**src/rtl/motors_step_ctrl_pkg.sv**
```systemverilog
// Shared types and default constants for the two-axis step pulse generator.
package motors_step_ctrl_pkg;

  typedef enum logic [2:0] {
    IDLE,
    LOAD,
    PULSE_HI,
    PULSE_LO,
    DONE
  } state_t;

  localparam int DEF_STEP_WIDTH = 16;
  localparam int DEF_PULSE_HIGH = 2;
  localparam int DEF_PULSE_LOW  = 3;

  function automatic int max_int(input int a, input int b);
    return (a > b) ? a : b;
  endfunction

endpackage

```
**src/rtl/motors_step_ctrl_pulse_timer.sv**
```systemverilog
// Dwell timer for the step pulse phases: counts clk_en ticks down to zero.
module pulse_timer
  import motors_step_ctrl_pkg::*;
#(
  parameter int WIDTH = 2
) (
  input  logic             clk,
  input  logic             reset,
  input  logic             clk_en,
  input  logic             load,
  input  logic [WIDTH-1:0] load_val,
  output logic             expired
);

  logic [WIDTH-1:0] count;

  always_ff @(posedge clk) begin
    if (!reset) begin
      count <= '0;
    end else if (clk_en) begin
      if (load) begin
        count <= load_val;
      end else if (count != '0) begin
        count <= count - WIDTH'(1);
      end
    end
  end

  assign expired = (count == '0);

endmodule

```
**src/rtl/motors_step_ctrl.sv**
```systemverilog
// Two-axis Bresenham step/direction pulse generator.
// Optional build macro MOTORS_STEP_CTRL_ABORT_EN adds an abort input that ends a move early.
module motors_step_ctrl
  import motors_step_ctrl_pkg::*;
#(
  parameter int STEP_WIDTH = DEF_STEP_WIDTH,
  parameter int PULSE_HIGH = DEF_PULSE_HIGH,
  parameter int PULSE_LOW  = DEF_PULSE_LOW
) (
  input  logic                         clk,
  input  logic                         reset,
  input  logic                         clk_en,
  input  logic                         trigger,
`ifdef MOTORS_STEP_CTRL_ABORT_EN
  input  logic                         abort,
`endif
  input  logic signed [STEP_WIDTH-1:0] x_steps,
  input  logic signed [STEP_WIDTH-1:0] y_steps,
  output logic                         step_x,
  output logic                         dir_x,
  output logic                         step_y,
  output logic                         dir_y,
  output logic                         done,
  output logic                         rdy
);

  localparam int MW = STEP_WIDTH + 1;
  localparam int EW = STEP_WIDTH + 2;
  localparam int TW = $clog2(max_int(PULSE_HIGH, PULSE_LOW) + 1);

  state_t          state, state_nxt;
  logic [MW-1:0]   major, minor, step_cnt;
  logic [EW-1:0]   err;
  logic            x_major, minor_hit;
  logic [MW-1:0]   mag_x, mag_y, load_major, load_minor;
  logic            load_x_major;
  logic            step_on, timer_load, timer_expired;
  logic [TW-1:0]   timer_val;

  // Magnitude in one extra bit so the most negative count is representable.
  function automatic logic [MW-1:0] mag(input logic [STEP_WIDTH-1:0] v);
    logic [MW-1:0] w;
    w = {v[STEP_WIDTH-1], v};
    return v[STEP_WIDTH-1] ? (~w + MW'(1)) : w;
  endfunction

  // One Bresenham step: returns {minor axis steps, updated error}.
  function automatic logic [EW:0] bres(input logic [EW-1:0] e,
                                       input logic [MW-1:0] mn,
                                       input logic [MW-1:0] mj);
    logic [EW-1:0] s;
    s = e + EW'(mn);
    if (s >= EW'(mj)) return {1'b1, s - EW'(mj)};
    return {1'b0, s};
  endfunction

  assign mag_x        = mag(x_steps);
  assign mag_y        = mag(y_steps);
  assign load_x_major = (mag_x >= mag_y);
  assign load_major   = load_x_major ? mag_x : mag_y;
  assign load_minor   = load_x_major ? mag_y : mag_x;

  pulse_timer #(.WIDTH(TW)) u_timer (
    .clk      (clk),
    .reset    (reset),
    .clk_en   (clk_en),
    .load     (timer_load),
    .load_val (timer_val),
    .expired  (timer_expired)
  );

  always_ff @(posedge clk) begin
    if (!reset) begin
      state <= IDLE;
    end else if (clk_en) begin
      state <= state_nxt;
    end
  end

  always_comb begin
    state_nxt  = state;
    rdy        = 1'b0;
    done       = 1'b0;
    step_on    = 1'b0;
    timer_load = 1'b0;
    timer_val  = '0;
    case (state)
      IDLE: begin
        rdy  = 1'b1;
        done = !(trigger && clk_en);
        if (trigger) state_nxt = LOAD;
      end
      LOAD: begin
        if (load_major == '0) begin
          state_nxt = DONE;
        end else begin
          state_nxt  = PULSE_HI;
          timer_load = 1'b1;
          timer_val  = TW'(PULSE_HIGH - 1);
        end
      end
      PULSE_HI: begin
        step_on = 1'b1;
        if (timer_expired) begin
          state_nxt  = PULSE_LO;
          timer_load = 1'b1;
          timer_val  = TW'(PULSE_LOW - 1);
        end
      end
      PULSE_LO: begin
        if (timer_expired) begin
          if (step_cnt == '0) begin
            state_nxt = DONE;
          end else begin
            state_nxt  = PULSE_HI;
            timer_load = 1'b1;
            timer_val  = TW'(PULSE_HIGH - 1);
          end
        end
      end
      DONE: begin
        done      = 1'b1;
        state_nxt = IDLE;
      end
      default: state_nxt = IDLE;
    endcase
`ifdef MOTORS_STEP_CTRL_ABORT_EN
    if (abort && clk_en && (state == PULSE_HI || state == PULSE_LO)) begin
      state_nxt  = DONE;
      timer_load = 1'b0;
      step_on    = 1'b0;
    end
`endif
  end

  assign step_x = step_on && (x_major || minor_hit);
  assign step_y = step_on && (!x_major || minor_hit);

  // Move parameters latch in LOAD; error advances on every entry to PULSE_HI.
  always_ff @(posedge clk) begin
    if (!reset) begin
      dir_x     <= 1'b1;
      dir_y     <= 1'b1;
      major     <= '0;
      minor     <= '0;
      step_cnt  <= '0;
      err       <= '0;
      x_major   <= 1'b1;
      minor_hit <= 1'b0;
    end else if (clk_en) begin
      if (state == LOAD) begin
        dir_x              <= !x_steps[STEP_WIDTH-1];
        dir_y              <= !y_steps[STEP_WIDTH-1];
        major              <= load_major;
        minor              <= load_minor;
        x_major            <= load_x_major;
        step_cnt           <= load_major;
        {minor_hit, err}   <= bres('0, load_minor, load_major);
      end else if (state == PULSE_LO && state_nxt == PULSE_HI) begin
        {minor_hit, err}   <= bres(err, minor, major);
      end
      if (state == PULSE_HI && state_nxt == PULSE_LO) begin
        step_cnt <= step_cnt - MW'(1);
      end
    end
  end

endmodule

```
**config.mk**
```make
export PLATFORM = sky130hd
export DESIGN_NAME = motors_step_ctrl
export DESIGN_NICKNAME = d
export VERILOG_FILES = /design/src/rtl/motors_step_ctrl_pkg.sv /design/src/rtl/motors_step_ctrl_pulse_timer.sv /design/src/rtl/motors_step_ctrl.sv
export SDC_FILE = /design/constraint.sdc
export NUM_CORES = 1
export LEC_CHECK = 0
export BUFFER_PORTS_ARGS = -buffer_cell sky130_fd_sc_hd__buf_2
export CORE_MARGIN = 2
export CORE_UTILIZATION = 65
export CTS_CLUSTER_SIZE = 14
export DETAILED_ROUTE_END_ITERATION = 8
export PLACE_DENSITY = 0.84
export SETUP_SLACK_MARGIN = 0.3
export SLEW_MARGIN = 20
export SYNTH_ARGS = -nofsm -noshare
export SYNTH_HDL_FRONTEND = slang
export SYNTH_HIERARCHICAL = 1
export SYNTH_SLANG_ARGS = --single-unit
```
**constraint.sdc**
```tcl
create_clock -name clk -period 18.31 [get_ports clk]
set_input_delay 1.831 -clock clk [delete_from_list [all_inputs] [get_ports clk]]
set_output_delay 1.831 -clock clk [all_outputs]
set_load 0.03 [all_outputs]
```
======== Word level (Yosys, flattened, before mapping) ========
Index checks and enable logic that the tools add are counted.
word-level totals
  bits in registers ....................... 78
  input bits .............................. 36
  output and inout bits ................... 6
  logic and storage cells ................. 95
operators by class
  $add $sub $neg .......................... 7
  magnitude comparators ................... 3
  eq/ne operators ......................... 6
  multiplexer cells ....................... 44
  bitwise gates (word level) .............. 2
  reductions and logical operators ........ 23
operators by type and width
  cell                                                 count
  2-to-1 mux 17 bit                                    6
  2-to-1 mux 19 bit                                    4
  2-to-1 mux 18 bit                                    2
  adder 17 x 1 -> 17 bit, second input constant        2
  >= comparator 17 bit                                 2
  zero test 17 bit                                     2
  NOT 17 bit                                           2
  2-to-1 mux 1 bit                                     20
  adder 18 x 17 -> 18 bit                              1
  >= comparator 18 x 17 -> 1 bit                       1
  subtractor 17 x 17 -> 18 bit                         1
  subtractor 18 x 17 -> 18 bit                         1
  subtractor 17 x 1 -> 17 bit, second input constant   1
  2-to-1 mux 3 bit                                     5
  equality test 3 x 2 -> 1 bit, second input constant  4
  case mux 3 bit (4 select lines)                      1
  AND reduction 2 bit                                  4
  nonzero test 2 bit                                   4
  2-to-1 mux 2 bit                                     3
  case mux 2 bit (3 select lines)                      1
  logical AND 1 bit                                    5
  zero test 1 bit                                      4
  equality test 3 x 1 -> 1 bit, second input constant  1
  equality test 3 bit, second input constant           1
  6 further kinds                                      7

======== Longest topological paths before layout ========
Gate-level depths: netlist of the first run.
  depth in word-level cells ............... 17
  depth in mapped cells ................... 29
  gate-level depth less buffers ........... 26

======== Cells and area by module ========
Netlist of the first run, hierarchy kept.
by module, submodules not included
  module            instances  cells each  area an instance (um^2)  sequential area each (um^2)
  motors_step_ctrl  1          1,094       7,813.7                  1,521.5
  pulse_timer       1          16          123.9                    40.0

======== Worst setup path before layout of the first run ========
OpenSTA, ideal clock, no wires.
  kind .................................... input to register
  start ................................... in y_steps[8]
  end ..................................... reg err[2]
  setup time .............................. 0.123 ns
  data arrival time ....................... 7.085 ns
  data required time ...................... 18.187 ns
  path slack .............................. 11.103 ns
  stages .................................. 21
  path buffers ............................ 2
  cells stage by stage .................... or4_4 -> nor4_1 -> or4b_2 -> clkbuf_1 -> ha_1 -> and4_1 -> a221oi_1 -> o311a_2 -> nand4_1 -> and2_1 -> ha_1 -> nand4b_1 -> o31ai_4 -> o311ai_4 -> a2111o_1 -> and4_4 -> o21a_1 -> buf_6 -> mux2_4 -> a21oi_2 -> a21oi_1
on the way
  longest elaborated chain between the ends .. 12
  elaborated cells between the ends (all ways) .. 22
  those cells by class .................... 2 x add/sub; 2 x order compare; 1 x eq/ne; 12 x mux; 1 x bitwise; 4 x reduce/logical
RTL lines
  element                                                                     line                                              text
  from (decl)                                                                 motors_step_ctrl.sv:18                            input logic signed [STEP_WIDTH-1:0] y_steps,
  NOT 17 bit                                                                  motors_step_ctrl.sv:44                            return v[STEP_WIDTH-1] ? (~w + MW'(1)) : w;
  adder 17 x 1 -> 17 bit                                                      motors_step_ctrl.sv:44
  2-to-1 mux 17 bit (*)                                                       motors_step_ctrl.sv:44
  >= comparator 17 bit                                                        motors_step_ctrl.sv:59                            assign load_x_major = (mag_x >= mag_y);
  2-to-1 mux 17 bit, on equally long branches                                 motors_step_ctrl.sv:61, motors_step_ctrl.sv:60
  >= comparator 17 bit / zero test 17 bit (equally long branches)             motors_step_ctrl.sv:53, motors_step_ctrl.sv:94
  2-to-1 mux 1 bit / 2-to-1 mux 3 bit (equally long branches)                 motors_step_ctrl.sv:53, motors_step_ctrl.sv:94
  2-to-1 mux 1 bit / case mux 3 bit (4 select lines) (equally long branches)  motors_step_ctrl.sv:151, motors_step_ctrl.sv:87
  2-to-1 mux 1 bit / equality test 3 x 2 -> 1 bit (equally long branches)     motors_step_ctrl.sv:150, motors_step_ctrl.sv:159
  2-to-1 mux 1 bit / logical AND 1 bit (equally long branches)                motors_step_ctrl.sv:141, motors_step_ctrl.sv:159
  2-to-1 mux 19 bit / nonzero test 2 bit (equally long branches)              n/a
  2-to-1 mux 18 bit / AND reduction 2 bit (equally long branches)             n/a
  to (signal assigned)                                                        motors_step_ctrl.sv:158                           {minor_hit, err} <= bres('0, load_minor, load_major);
  to (signal assigned)                                                        motors_step_ctrl.sv:160                           {minor_hit, err} <= bres(err, minor, major);
  to (decl)                                                                   motors_step_ctrl.sv:33                            logic [EW-1:0] err;
Mark *: on every way between the ends. The rest lies on a longest branch, timed or not. The select of a mux whose other input is x is not followed.
A chain may end at the register's enable or synchronous reset.

======== Worst setup path in the final report of the first run ========
  start ................................... in x_steps[0]
  end ..................................... reg err[10]
on the way
  longest elaborated chain between the ends .. 12
  elaborated cells between the ends (all ways) .. 22
  those cells by class .................... 2 x add/sub; 2 x order compare; 1 x eq/ne; 12 x mux; 1 x bitwise; 4 x reduce/logical
RTL lines
  element                                                                     line                                              text
  from (decl)                                                                 motors_step_ctrl.sv:17                            input logic signed [STEP_WIDTH-1:0] x_steps,
  NOT 17 bit                                                                  motors_step_ctrl.sv:44
  adder 17 x 1 -> 17 bit                                                      motors_step_ctrl.sv:44
  2-to-1 mux 17 bit (*)                                                       motors_step_ctrl.sv:44
  >= comparator 17 bit                                                        motors_step_ctrl.sv:59
  2-to-1 mux 17 bit, on equally long branches                                 motors_step_ctrl.sv:61, motors_step_ctrl.sv:60
  >= comparator 17 bit / zero test 17 bit (equally long branches)             motors_step_ctrl.sv:53, motors_step_ctrl.sv:94
  2-to-1 mux 1 bit / 2-to-1 mux 3 bit (equally long branches)                 motors_step_ctrl.sv:53, motors_step_ctrl.sv:94
  2-to-1 mux 1 bit / case mux 3 bit (4 select lines) (equally long branches)  motors_step_ctrl.sv:151, motors_step_ctrl.sv:87
  2-to-1 mux 1 bit / equality test 3 x 2 -> 1 bit (equally long branches)     motors_step_ctrl.sv:150, motors_step_ctrl.sv:159
  2-to-1 mux 1 bit / logical AND 1 bit (equally long branches)                motors_step_ctrl.sv:141, motors_step_ctrl.sv:159
  2-to-1 mux 19 bit / nonzero test 2 bit (equally long branches)              n/a
  2-to-1 mux 18 bit / AND reduction 2 bit (equally long branches)             n/a
Marked as above.

==> impl_metrics.toml, run 1 <==
[drt]
avgRoutedWirePerCell_um = 18.4
routed-via-count = 8289
viasPerCell = 6.50
ant_nets = 0
detail_route.first_pass.iterations = 5
drc = 0
postRouteWirelength_um = 23500
drtIter0Drc = 836

[logic_synthesis]
ys_seq_area_share_pct = 19.7
synth_fp_nets = 1202
synth_warnings = 6
synth.distinct_cells = 92
yosys.area_share.simple_pct = 24.8
synth-compound-area-share_pct = 29.6
synth_edf_count = 0
synth.area.mux_share_pct = 2.88
synth.avg_cell_area_um2 = 7.15
ys_ff_latch = 78
synth_cells = 1110
async_reset_ff_share_pct = 0
syn-cell-area_mm2 = 0.00794
synth_ff_type = "dfxtp_1"
synthXorXnorAreaFrac_pct = 8.31
synth_adder_area_share_pct = 9.19
netlist.area_leader.share_pct = 19.7
yosysTopAreaCell = "dfxtp_1"
synth_top_family_by_area = "compound AO/OA/AOI/OAI gates"
synth.area.top_cells = "dfxtp_1 (20%), ha_1 (8.5%), a21oi_1 (8.1%)"

[clock_tree]
cts_tree = "done"
cts_sinks = 78
clock_latency_ps = 340
cts_hold_buf = 0
post_cts_buffers = 0
cts_max_path_buffers = 2
cts-root-buf = "clkbuf_16"
htreeDepth = 3
clk_pin_slew_worst_paths_ps = 60
cts_made_buffers = 9
ctsResizeCount = 0

[grt]
grt_max_degree = 54
grt_first_pass_wirelength_um = 37700
grt_usage_pct = 36.0
grt_overflow = 0
antenna_found_initial = 0
grt_pass1_vias = 7334

[setup_path]
start_kind = "primary input"
critPathArrivalTime_ps = 8270
endpoint_kind = "register"
r2r_end = "err[9]$_SDFFE_PN0P_"
worstPathRequired_ps = 18560
r2r_cells = 25
crit_type = "primary input to register"
crit_path_frequent_cell = "a31oi_1"
slowest_delay_ps = 760
worstPathCellList = "buf_2 -> or3_1 -> or3_1 -> nor4b_1 -> ha_1 -> and4_1 -> a221oi_1 -> o311a_2 -> nand2_2 -> o21ai_0 -> a31oi_1 -> a31oi_1 -> and4_4 -> o21a_1 -> o22ai_1 -> a211o_1 -> a31oi_1"
crit_slowest_cell = "nor4b_1"
reg2reg_from = "minor[0]$_SDFFE_PN0P_"
cp_max_fo = 50
regToRegSetupSlack_ps = 12580

[worst_hold_path]
worstHoldStart = "major[7]$_SDFFE_PN0P_"
hold-path-cell-count = 2
whs_endpoint = "major[7]$_SDFFE_PN0P_"
hp-class = "register to register"

[place]
portBuffers = 41
dp.cells = 1258
dp_hpwl_um = 18000
gp_congestion = 0.994

[finish]
drive_above_1_share_pct = 9.76
fillers = 1026
finish.net_count = 1214
area_growth_pct = 7.47
layoutNonFillerInstCount = 1276

[power_and_ir_drop]
p_int_w = 0.000422
pwr-share-clk_pct = 27.5
combPwrFrac_pct = 47.8
p_sw_w = 0.000301
powerDensity_mw_per_mm2 = 84.8
p_sw_share_pct = 41.6
ir_worst_vdd_uv = 42.4
leakagePower_nw = 3.49
seqPwrFrac_pct = 24.7

[die]
rows = 40
die_w_um = 115
die_height_um = 115
start_util_pct = 66.4
io_pins = 42
fp.dieArea_mm2 = 0.0131
coreArea_mm2 = 0.0120

[sta]
slew_headroom_pct = 28.0
setup_viol = 0
hold_violations = 0
rsz0062_at_grt = "false"
period_share_pct = 43.8
period_needed_ps = 8020
worst_pin_slew_ps = 1080
final_max_slew_viol_count = 0
max_freq_mhz = 125
finalSetupTns_ps = 0
fin_skew_ps = 9.18

[run_status]
status = "completed"

[job]
max_cap_viol_count = 0
how the worst max path moves through the flow:
stage                           endpoint  slack (ps)  cells after the start        from
CTS                 err[10]$_SDFFE_PN0P_       10410                     17  x_steps[0]
global placement     err[2]$_SDFFE_PN0P_       10280                     19  x_steps[0]
finish              err[10]$_SDFFE_PN0P_       10290                     17  x_steps[0]
global route        err[10]$_SDFFE_PN0P_        9690                     17  x_steps[0]
detailed placement   err[2]$_SDFFE_PN0P_       10130                     19  x_steps[0]
floorplan            err[2]$_SDFFE_PN0P_       11100                     21  y_steps[8]
cells by family after synthesis:
group                    after synthesis
AO/OA/AOI/OAI                        362
XOR/XNOR                              71
adder cells (fa/ha/maj)               57
buffers and inverters                108
flip-flops                            78
multiplexers                          22
other                                  2
AND/OR/NAND/NOR                      410
critical path: cells and delay by family:
| family | cells | cell delay, ps |
|---|---|---|
| AO/OA/AOI/OAI | 9 | 3150 |
| adder cells (fa/ha/maj) | 1 | 450 |
| buffers and inverters | 1 | 140 |
| AND/OR/NAND/NOR | 6 | 2690 |
state kept, by name (all words and copies together) (netlist names), 2 cells and up:
| name | cells |
|---|---|
| err | 18 |
| major | 17 |
| minor | 17 |
| step_cnt | 17 |
| state | 3 |
| u_timer/count | 2 |
power groups by stage:
stage / sequential [W] / combinational (W) / clock (W)
floorplan: 0.000181 / 0.000254 / 0
global placement: 0.000182 / 0.000332 / 0
detailed placement: 0.000182 / 0.000334 / 0
CTS: 0.000179 / 0.000336 / 0.000199
global route: 0.000179 / 0.000375 / 0.000206
finish: 0.000179 / 0.000346 / 0.000199
cells in the mapped netlist, types with 10 or more instances:
library cell	instances
a21oi_1	128
a211oi_1	21
mux2i_1	18
o211ai_1	11
xor2_1	26
nand2_1	144
o31ai_1	11
inv_1	57
nand2b_1	16
nor2_1	99
a31oi_1	17
clkbuf_1	42
or3_1	19
o21ai_0	70
ha_1	54
dfxtp_1	78
nand3_1	27
nor3_1	30
and3_1	10
a21o_1	16
xnor2_1	43
area by class of cell:
class	count	area [um^2]	share of cell area (%)
timing repair buffer	51	280	3.29
clock buffer	9	225	2.64
multi-input combinational	924	5950	69.8
tap	147	184	2.16
antenna	2	5.00	0.0587
inverter	58	218	2.55
sequential	78	1560	18.3
clock inverter	7	103	1.20
cells in the final DEF (no fill, tap or decap), types with 4 or more instances in the layout:
cell type  Yosys  routed
o31ai_1       11      11
o21ai_0       70      70
and4_1         5       5
and3_1        10      10
xor2_1        26      26
dfxtp_1       78      78
nor4_1         8       8
o21bai_1       7       7
or2_2          7       7
a22oi_1        6       6
xnor2_1       43      43
o22ai_1        6       6
buf_2          1      41
nor2b_1        8       8
a221oi_1       4       4
or3_1         19      19
nor3_1        30      29
o21ai_1        8       8
nand4_1        8       8
a211oi_1      21      21
o211ai_1      11      11
nand2b_1      16      16
a31oi_1       17      17
a21oi_1      128     128
a311oi_1       6       6
o21a_1         4       4
inv_1         57      57
ha_1          54      54
a211o_1        5       5
nor2_1        99      98
mux2i_1       18      18
nand3_1       27      27
a21o_1        16      16
a21boi_0       5       5
buf_4          0      10
and2_1         5       5
clkbuf_16      0       9
nand2_1      144     144
stage by stage:
stage                     hold WS (ps)  cell area (um^2)  util (%)  worst slack (ps)  total power, W
after floorplan                    430              7940         -             11100        0.000435
after global placement             444              8200      68.5             10280        0.000515
after detailed placement           446              8200      68.5             10130        0.000517
after CTS                          455              8530      71.3             10410        0.000714
after global routing               475              8530      71.3              9690        0.000761
final                              454              8530      71.3             10290        0.000723
metal layers:
layer / vias to the layer above / GRT usage (%) / part of all wire [%]
met5: - / 0 / 0
met4: 0 / 12.3 / 3.3
met3: 57 / 7.36 / 8.6
met2: 377 / 56.0 / 43
met1: 3798 / 49.7 / 45
li1: 4057 / - / -
No activity file was read; power rests on OpenSTA's default activity.
==> run 2: changes to the inputs <==
Settings changed: CORE_UTILIZATION 65 to 63, PLACE_DENSITY 0.84 to 0.82.
Clock period 18.31 ns to 7.5 ns, I/O delays scaled along.
==> run 2 against run 1 <==
  * Sequential share of layout area is 0.10 points lower
  * Sequential power is 140% higher
  * Clock skew is 1.8 ps lower
  * Critical path type unchanged
  * Largest cell class unchanged
==> impl_metrics.toml, run 2 (same netlist as run 1, synthesis figures left out) <==
[setup_path]
crit_start = "x_steps[0]"
reg2reg_from = "minor[0]$_SDFFE_PN0P_"
critPathArrivalTime_ps = 7030
regToRegSetupSlack_ps = 1760
endpoint_kind = "register"
critPathCapture = "err[10]$_SDFFE_PN0P_"
worstPathRequired_ps = 7760
cp_max_fo = 17
crit_type = "primary input to register"
start_kind = "primary input"
r2r_cells = 25
r2r_end = "err[9]$_SDFFE_PN0P_"

[drt]
postRouteWirelength_um = 23500
drc = 0
drtIter0Drc = 703
avgRoutedWirePerCell_um = 18.0
viasPerCell = 6.34
ant_nets = 0
detail_route.first_pass.iterations = 6
routed-via-count = 8272

[finish]
area_growth_pct = 8.09
insertedDiodeCount = 0
largest_reg_flops = 18
drive_above_1_share_pct = 9.89
fin_area_mm2 = 0.00858
layoutNonFillerInstCount = 1304
finish.net_count = 1220
final_cell_mix = "nand2_1 (144), a21oi_1 (128), nor2_1 (98)"
final_common_cell = "nand2_1"
fillers = 1119
regMostFlops = "err"

[die]
io_pins = 42
fp.dieArea_mm2 = 0.0135
die_w_um = 116
coreArea_mm2 = 0.0125
die_height_um = 116
start_util_pct = 63.7
rows = 41

[sta]
fin_skew_ps = 7.36
max_freq_mhz = 148
rsz0062_at_grt = "false"
finalSetupTns_ps = 0
hold_ws_ps = 450
hold_violations = 0
slew_headroom_pct = 34.6
period_share_pct = 90.3
worst_pin_slew_ps = 979
postLayoutSetupSlackWorst_ps = 728
setup_viol = 0
period_needed_ps = 6770
final_max_slew_viol_count = 0

[clock_tree]
cts_max_path_buffers = 2
cts_tree = "done"
clk_pin_slew_worst_paths_ps = 60
cts_sinks = 78
cts_made_buffers = 9
post_cts_buffers = 0
clock_latency_ps = 350
cts_hold_buf = 0
cts-root-buf = "clkbuf_16"
htreeDepth = 3
ctsResizeCount = 0

[place]
portBuffers = 41
place_ws_ps = 527
gp_congestion = 0.999
place_area_mm2 = 0.00827
dp.cells = 1289
dp_hpwl_um = 17800

[grt]
grt_pass1_vias = 7554
grt_usage_pct = 35.5
antenna_found_initial = 0
grt_overflow = 0
grt_first_pass_wirelength_um = 37700
grt_max_degree = 54

[power_and_ir_drop]
powerDensity_mw_per_mm2 = 204
leakagePower_nw = 3.50
ir_worst_vdd_uv = 143

[worst_hold_path]
hp-class = "register to register"
worstHoldStart = "major[16]$_SDFFE_PN0P_"

[job]
max_cap_viol_count = 0

[run_status]
status = "completed"
## run 2: cell count changes in the layout (fill, tap and decap cells not counted), sizes merged
cell and change:
inv -3, clkinv -1, diode -2, buf +6, clkbuf +3
## run 2: worst min-delay path by stage
stage                     cells after the start                     end  slack, ps
after floorplan                               2  major[16]$_SDFFE_PN0P_        430
after global placement                        2   major[6]$_SDFFE_PN0P_        440
after detailed placement                      2  major[16]$_SDFFE_PN0P_        450
after CTS                                     2  major[16]$_SDFFE_PN0P_        460
after global routing                          2  major[16]$_SDFFE_PN0P_        470
final                                         2  major[16]$_SDFFE_PN0P_        450
## run 2: critical path, cell delays in order
cell and delay (ps):
buf_2 140, or3_1 450, or3_1 440, o41ai_1 420, xnor2_1 300, ha_1 400, and4_1 290, inv_1 120
nor2_1 60, a311oi_1 350, and4b_1 350, o211ai_1 230, and2_1 180, ha_1 210, nand4b_1 170, o31ai_4 120
o311ai_4 340, a2111o_1 220, and4_4 240, o21a_1 600, o22ai_1 180, a211o_1 320, a31oi_1 160
## run 2: layer usage
| layer | up-vias | global-route usage (%) | part of all wire, % |
|---|---|---|---|
| li1 | 4067 | - | - |
| met4 | 0 | 15.2 | 4.4 |
| met5 | - | 0 | 0 |
| met2 | 347 | 55.1 | 43 |
| met1 | 3778 | 46.7 | 44 |
| met3 | 80 | 9.13 | 8.6 |
## run 2: power breakdown
group	internal [W]	switching [W]	leakage, nW	total [W]
Sequential	0.000426	0.0000102	0.630	0.000437
Clock	0.000291	0.000177	0.147	0.000468
Combinational	0.000313	0.000537	2.73	0.000850
Total	0.00103	0.000724	3.50	0.00175
## run 2: final cells by class
type                       instances  area, um^2  share of cell area, %
clock buffer                      12         236                   2.76
clock inverter                     3        68.8                  0.802
inverter                          58         218                   2.54
multi-input combinational        924        5950                   69.4
sequential                        78        1560                   18.2
tap                              172         215                   2.51
timing repair buffer              57         325                   3.79
## run 2: stage by stage
stage	utilization (%)	total power, W
after global routing	68.8	0.00185
after floorplan	-	0.00106
final	68.8	0.00175
after CTS	68.8	0.00173
after global placement	66.4	0.00126
after detailed placement	66.4	0.00126
